<file path="config.mk">
export PLATFORM = sky130hd
export DESIGN_NAME = phase_sweep_scheduler
export DESIGN_NICKNAME = d
export VERILOG_FILES = /design/src/rtl/phase_sweep_scheduler.sv
export SDC_FILE = /design/constraint.sdc
export NUM_CORES = 1
export LEC_CHECK = 0
export ABC_AREA = 1
export CAP_MARGIN = 20
export CORE_AREA = 5 5 134 136
export DETAILED_ROUTE_END_ITERATION = 8
export DIE_AREA = 0 0 139 141
export GPL_ROUTABILITY_DRIVEN = 0
export PLACE_DENSITY = 0.61
export SETUP_SLACK_MARGIN = 0.5
export SYNTH_ARGS = -nofsm -noshare
export SYNTH_HDL_FRONTEND = slang
export SYNTH_SLANG_ARGS = --single-unit
</file>
<file path="constraint.sdc">
create_clock -name sclk -period 4.12 [get_ports sclk]
set_clock_uncertainty 0.1 [all_clocks]
set_input_delay 0.412 -clock sclk [delete_from_list [all_inputs] [get_ports sclk]]
set_output_delay 0.412 -clock sclk [all_outputs]
set_load 0.02 [all_outputs]
</file>
<file path="src/rtl/phase_sweep_scheduler.sv">
// Sweeps one shared phase-difference calculator across N_NEUR neurons, writing each result back to the phase table.
// Optional PHASE_SCHED_AUTORUN_EN: a held start restarts the sweep straight from DONE.
module phase_sweep_scheduler #(
    parameter int N_NEUR = 15,
    parameter int PW     = 4,
    parameter int IW     = 4,
    parameter int WIN    = 16
) (
    input  logic          sclk,
    input  logic          re_n,
    input  logic          start,
    input  logic          hold,
    input  logic          cfg_we,
    input  logic [IW-1:0] cfg_addr,
    input  logic [PW-1:0] cfg_data,
    input  logic [IW-1:0] rd_addr,
    output logic [PW-1:0] rd_data,
    input  logic [PW-1:0] calc_phase,
    output logic [IW-1:0] sel,
    output logic          calc_re,
    output logic [PW-1:0] phi_load,
    output logic          busy,
    output logic          sweep_done
);

    localparam int WW = (WIN > 1) ? $clog2(WIN) : 1;
    localparam logic [IW:0]   N_IDX     = (IW+1)'(N_NEUR);
    localparam logic [IW-1:0] LAST_IDX  = IW'(N_NEUR - 1);
    localparam logic [WW-1:0] WCNT_LAST = WW'(WIN - 1);

    typedef enum logic [2:0] {IDLE, LOAD, MEAS, CAPT, PAUSE, DONE} state_t;

    state_t        state_reg, state_next;
    logic [IW-1:0] idx_reg, idx_next;
    logic [WW-1:0] wcnt_reg, wcnt_next;

    logic [PW-1:0] tab_reg [N_NEUR];
    logic [PW-1:0] tab_rd  [2**IW];
    logic          cfg_hit;
    logic          capt_hit;

    assign cfg_hit  = (state_reg == IDLE) && cfg_we && ({1'b0, cfg_addr} < N_IDX);
    assign capt_hit = (state_reg == CAPT);

    // Capture and host writes never coincide: host writes only land in IDLE.
    genvar gi;
    generate
        for (gi = 0; gi < N_NEUR; gi++) begin : g_tab
            always_ff @(posedge sclk or negedge re_n) begin
                if (!re_n) begin
                    tab_reg[gi] <= '0;
                end else if (capt_hit && (idx_reg == IW'(gi))) begin
                    tab_reg[gi] <= calc_phase;
                end else if (cfg_hit && (cfg_addr == IW'(gi))) begin
                    tab_reg[gi] <= cfg_data;
                end
            end
        end
        // Full power-of-two view so out-of-range addresses read back as zero.
        for (gi = 0; gi < 2**IW; gi++) begin : g_rd
            if (gi < N_NEUR) begin : g_live
                assign tab_rd[gi] = tab_reg[gi];
            end else begin : g_pad
                assign tab_rd[gi] = '0;
            end
        end
    endgenerate

    assign rd_data  = tab_rd[rd_addr];
    assign phi_load = tab_rd[idx_reg];
    assign sel      = idx_reg;

    always_ff @(posedge sclk or negedge re_n) begin
        if (!re_n) begin
            state_reg <= IDLE;
            idx_reg   <= '0;
            wcnt_reg  <= '0;
        end else begin
            state_reg <= state_next;
            idx_reg   <= idx_next;
            wcnt_reg  <= wcnt_next;
        end
    end

    always_comb begin
        state_next = state_reg;
        idx_next   = idx_reg;
        wcnt_next  = wcnt_reg;
        calc_re    = 1'b1;
        busy       = 1'b1;
        sweep_done = 1'b0;
        case (state_reg)
            IDLE: begin
                busy = 1'b0;
                if (start) begin
                    idx_next   = '0;
                    state_next = LOAD;
                end
            end
            LOAD: begin
                wcnt_next  = '0;
                state_next = MEAS;
            end
            MEAS: begin
                calc_re   = 1'b0;
                wcnt_next = wcnt_reg + WW'(1);
                if (wcnt_reg == WCNT_LAST) begin
                    state_next = CAPT;
                end
            end
            CAPT: begin
                calc_re = 1'b0;
                if (idx_reg == LAST_IDX) begin
                    state_next = DONE;
                end else begin
                    idx_next   = idx_reg + IW'(1);
                    state_next = hold ? PAUSE : LOAD;
                end
            end
            PAUSE: begin
                if (!hold) begin
                    state_next = LOAD;
                end
            end
            DONE: begin
                sweep_done = 1'b1;
`ifdef PHASE_SCHED_AUTORUN_EN
                if (start) begin
                    idx_next   = '0;
                    state_next = LOAD;
                end else begin
                    state_next = IDLE;
                end
`else
                state_next = IDLE;
`endif
            end
            default: begin
                state_next = IDLE;
            end
        endcase
    end

endmodule

</file>
==> results.cfg, run 1 <==
[global_routing]
grt_overflow = 0
grt_busiest_layer = met2
grt_pass1_vias = 5179
grt_max_degree = 53
grt_antenna_before_repair = 0
use_met2_pct = 28.4
grt_usage_pct = 18.2
grtUsageMet3_pct = 2.65
grt_pass1_wl_um = 28600
met1_usage_pct = 26.0

[pwr]
power.density_nw_per_um2 = 598
leakagePower_uw = 0.00367
peakVddDrop_uv = 235

[synth]
synth_nets = 980
yosysWarnings = 0
yosysUniqueCellTypes = 26
ys_seq_area_share_pct = 31.3
avgSynthCellArea_um2 = 5.94
synth_cells = 954
ys_ff_latch = 71
synth_top_area_share_pct = 31.3
syn-cell-area_um2 = 5670
synth.area.top_cells = dfrtp_1, nand2_1, nand3_1
synth.largest_area_cell = dfrtp_1

[finish]
final_nets = 996
final_core_util_pct = 38.3
largest_register_ffs = 60
design_area_um2 = 6450
drive_above_1_share_pct = 6.77
area.growth.synth_to_final_pct = 13.7
num_antenna_cells = 0

[route]
drc = 0
ant_nets = 0
wl_per_cell_um = 14.8
drt_first_iter_violations = 598
num_vias = 5926
via_per_inst = 4.94
first_pass_iters = 5
drt-total-wl_um = 17800

[placement]
place_area_um2 = 6130
place_ws_ns = 0.869
numPortBuffers = 35
hpwl_um = 13000

[floorplan]
die_area_um2 = 19600
ios = 36
fp.dieH_um = 141
core-area_um2 = 16800
num_rows = 48
die_x_um = 139
start_util_pct = 33.7

[clock_tree]
cts.sinks = 71
cts_inserted_buffers = 9
post_cts_buffers = 0
clock-root-buffer = clkbuf_16
cts_tree = yes
htree_levels = 3
clk_latency_ns = 0.34
clock_tree.buffer_depth = 2
clk_pin_slew_ns = 0.06

[timing]
finalMaxSlewViolations = 0
fin_setup_tns_ns = 0
hold_violations = 0
fin_crit_sh_pct = 79.1
grt_setup_unrepaired = no
finalSetupViolCount = 0
worst_pin_slew_ns = 0.980
finalCriticalPeriod_ns = 3.26
layout_setup_ws_ns = 0.862
maxClockFrequency_mhz = 307
relSlewSlack_pct = 34.6

[critical_path]
worstPathArrival_ns = 2.75
crit_required_ns = 3.61
critical_path_class = in -> out
startpoint_type = input port
crit_fanout = 32
end_kind = primary output

[flow_run]
maxCapViolCount = 0

[worst_hold_path]
hold_class = reg -> reg

[outcome]
status = completed
-- metrics by stage --
step | cells | hold WS (ns) | power [uW]
global route | 1200 | 0.406 | 4180
global placement | 1183 | 0.295 | 3030
CTS | 1200 | 0.372 | 3860
finish | 1200 | 0.366 | 3860
detailed placement | 1183 | 0.301 | 3050
floorplan | 954 | 0.0164 | 2510
-- cells by family (layout without fill, tap and decap cells) --
| kind of cell | Yosys count | in the layout | synth area share [%] |
|---|---|---|---|
| compound gates | 11 | 11 | 1.04 |
| fa+ha+maj | 5 | 5 | 1.10 |
| buf+inv | 129 | 150 | 9.82 |
| flops | 71 | 71 | 31.3 |
| simple gates | 738 | 738 | 56.7 |
-- layout make-up --
| class | count | area, um2 |
|---|---|---|
| Clock inverter | 7 | 80.1 |
| Timing Repair Buffer | 42 | 400 |
| Inverter | 92 | 347 |
| Fill cell | 1824 | 10400 |
| Clock buffer | 9 | 225 |
| Multi-Input combinational cell | 754 | 3340 |
| Sequential cell | 71 | 1780 |
| Tap cell | 225 | 282 |
-- timing repair --
action,4_1_cts,5_1_grt
gates resized for setup,0,0
hold buffers,1,0
endpoints found under the hold margin,19,0
-- power breakdown --
group | internal [uW] | switching [uW]
Clock | 475 | 328
Sequential | 1010 | 228
Combinational | 631 | 1180
Total | 2120 | 1740
-- path summary, 6_finish.rpt --
path | start | slack (ns) | depth (start not counted) | end
min in group asynchronous | re_n | 0.46 | 2 | tab_rd[62]
max | rd_addr[0] | 0.86 | 8 | rd_data[3]
max in group asynchronous | re_n | 2.39 | 3 | tab_rd[38]
min reg2reg | wcnt_reg[3] | 0.37 | 1 | wcnt_reg[3]
min | wcnt_reg[3] | 0.37 | 1 | wcnt_reg[3]
max reg2reg | sel[0] | 1.57 | 9 | tab_rd[46]
-- worst max-delay path, cell delays in order --
cell and delay, ns:
clkdlybuf4s50_1 0.40, buf_4 0.22, inv_1 0.65, nand3_1 0.14, nand3_1 0.13, nand3_1 0.09
nand2_1 0.09, clkdlybuf4s50_1 0.60
-- synthesized netlist by cell type --
cell and count:
a21oi_1 3, o21ai_1 4, buf_12 1, clkinv_2 1
nand3_1 208, nor2_4 2, nand2_1 449, clkbuf_1 18
nor2_2 1, nand2_4 10, buf_1 4, buf_6 6
nor2_1 35, nand3_2 3, a22o_1 1, o21ai_0 3
nor3_1 2, nand3b_1 1, inv_1 89, inv_2 1
nand4_1 2, dfrtp_1 71, ha_1 5, clkinv_1 1
buf_2 8, nand2_2 25
-- placed cells by master (no fill, tap or decap), drive strengths merged, types with 2 or more instances in the layout --
cell type      netlist  routed
nand4                2       2
dfrtp               71      71
nand3              211     211
nand2              484     484
ha                   5       5
clkinvlp             0       2
clkbuf              18       9
inv                 90      92
buf                 19       7
nor3                 2       2
nor2                38      38
clkdlybuf4s50        0      34
clkinv               2       4
o21ai                7       7
a21oi                3       3
-- metal layers --
metal | share of wire (%) | routed length, um
met3 | 6.2 | 1100
met4 | 2.0 | 363
met2 | 45 | 7930
met1 | 47 | 8400
met5 | 0 | 0
(Power assumes the default switching activity.)
==> run 2, diff against run 1 <==
- PLACE_DENSITY: 0.61 -> 0.63
- clock period: 4.12 -> 2.7 ns (I/O delays scaled with it)
==> results.cfg, run 2 (same netlist as run 1, synthesis figures left out) <==
[critical_path]
cp_cell_sequence = buf_12 > buf_6 > clkdlybuf4s50_1
cp.buffers_inverters = 3
end_kind = primary output
r2r_end = tab_rd[13]
critical_path_class = reg -> out
worstPathArrival_ns = 1.75
rrSetupSlack_ns = 0.61
r2r_cells = 10
startpoint_type = flip-flop
crit_cells = 3
crit_fanout = 22
r2r-start = sel[0]
cp_slowest_cell = clkdlybuf4s50_1
crit_required_ns = 2.33
cp_top_family = buffers and inverters
worst_path_largest_cell_delay_ns = 0.64

[global_routing]
grt_overflow = 0
grt_pass1_vias = 5447
grt_pass1_wl_um = 29600
grt_max_degree = 48
grt_usage_pct = 18.8
grt_antenna_before_repair = 0

[route]
drt-total-wl_um = 18500
first_pass_iters = 5
drc = 0
drt_first_iter_violations = 656
num_vias = 6146
wl_per_cell_um = 15.0
via_per_inst = 5.00
ant_nets = 0

[timing]
hold_violations = 0
finalCriticalPeriod_ns = 2.12
finalSetupViolCount = 0
worst_pin_slew_ns = 0.462
layout_setup_ws_ns = 0.580
fin_crit_sh_pct = 78.5
relSlewSlack_pct = 69.2
finalMaxSlewViolations = 0
grt_setup_unrepaired = yes
maxClockFrequency_mhz = 472
fin_setup_tns_ns = 0

[clock_tree]
clock-root-buffer = clkbuf_16
htree_levels = 3
clk_latency_ns = 0.34
clock_tree.buffer_depth = 2
cts_tree = yes
cts.sinks = 71
clk_pin_slew_ns = 0.07
cts_inserted_buffers = 9

[floorplan]
start_util_pct = 33.7
die_area_um2 = 19600
die_x_um = 139
ios = 36
core-area_um2 = 16800
num_rows = 48
fp.dieH_um = 141

[placement]
place_inst = 1206
place_area_um2 = 6340
place_ws_ns = 0.346
numPortBuffers = 35
hpwl_um = 13400

[pwr]
total_power_uw = 6200
clockPowerShare_pct = 19.3
leakagePower_uw = 0.00390
intPower_uw = 3390
switching_power_uw = 2810
combPwrFrac_pct = 50.3
peakVddDrop_uv = 419
p_seq_share_pct = 30.4
netSwitchingFraction_pct = 45.3
power.density_nw_per_um2 = 910

[finish]
fillers = 1807
final_nets = 1026
drive_above_1_share_pct = 11.1
design_area_um2 = 6810
seq_area_um2 = 1780
fin_cells = 1230
largest_register_ffs = 60
multiInputGateArea_um2 = 3360
area.growth.synth_to_final_pct = 20.1
num_antenna_cells = 0
final_cell_mix = nand2_1, nand3_1, inv_1
layout_commonest_cell = nand2_1

[outcome]
status = completed

[flow_run]
maxCapViolCount = 0

[worst_hold_path]
hold_class = in -> async
## run 2: cell types whose count changed in the layout (fill, tap and decap cells not counted), moves of 2 or more
cell             before  now
buf_4                 6   28
dlymetal6s2s_1        0    3
nor2_1               35   33
buf_12                0    5
clkinvlp_4            2    0
clkdlybuf4s50_1      34   26
nand2_1             449  445
nand2_2              25   29
buf_6                 0    5
inv_8                 0    3
inv_1                89   87
## run 2: worst max path at each step
stage / startpoint / endpoint / slack [ns]
2_1_floorplan: sel[0] / tab_rd[44] / 0.57
3_3_place_gp: rd_addr[0] / rd_data[0] / 0.34
3_5_place_dp: rd_addr[0] / rd_data[0] / 0.35
4_1_cts: rd_addr[0] / rd_data[3] / 0.34
5_1_grt: sel[0] / phi_load[2] / 0.47
6_report: sel[0] / sel[0] / 0.58
## run 2: final cells by class
class / instances / area share, %
multi-input cells: 754 / 49.3
flip-flops and latches: 71 / 26.1
repair buffers: 72 / 10.8
inverters: 92 / 5.18
well taps: 225 / 4.13
clock buffers: 9 / 3.31
clock inverters: 7 / 1.12
## run 2: power groups by stage
stage               registers, uW  logic [uW]  clock network (uW)
CTS                          1890        2940                1220
detailed placement           1910        2820                   0
finish                       1880        3120                1200
global route                 1940        3470                1250
floorplan                    1790        2040                   0
global placement             1880        2810                   0
## run 2: routing by layer
metal | vias to the layer above | track usage, % | part of all wire, %
met4 | 0 | 7.05 | 3.1
met5 | - | 0 | 0
met3 | 47 | 2.58 | 7.4
li1 | 3085 | - | -
met1 | 2769 | 26.6 | 45
met2 | 245 | 29.3 | 44
## run 2: worst reg2reg max path, cell delays in order, from the launching register on
cell and delay (ns):
dfrtp_2 0.45, clkinv_4 0.12, buf_16 0.16, ha_1 0.19, inv_1 0.15, nor2_1 0.35
nand2_2 0.20, nand2_1 0.09, nand2_1 0.06, nand2_1 0.07, nand2_1 0.04
## run 2: what timing repair did
action | CTS | global route
buffers inserted | 2 | 3
pin swaps | 0 | 4
resized for setup | 21 | 28
endpoints found under the hold margin | 16 | 0
cloned | 1 | 1
endpoints found under the setup margin | 33 | 34
hold buffers | 1 | 0
## run 2: per-stage QoR
| step | hold slack (ns) | util [%] |
|---|---|---|
| 5_1_grt | 0.370 | 40.5 |
| 6_report | 0.311 | 40.5 |
| 3_5_place_dp | 0.145 | 37.7 |
| 3_3_place_gp | 0.148 | 37.7 |
| 2_1_floorplan | -0.126 | - |
| 4_1_cts | 0.317 | 40.0 |
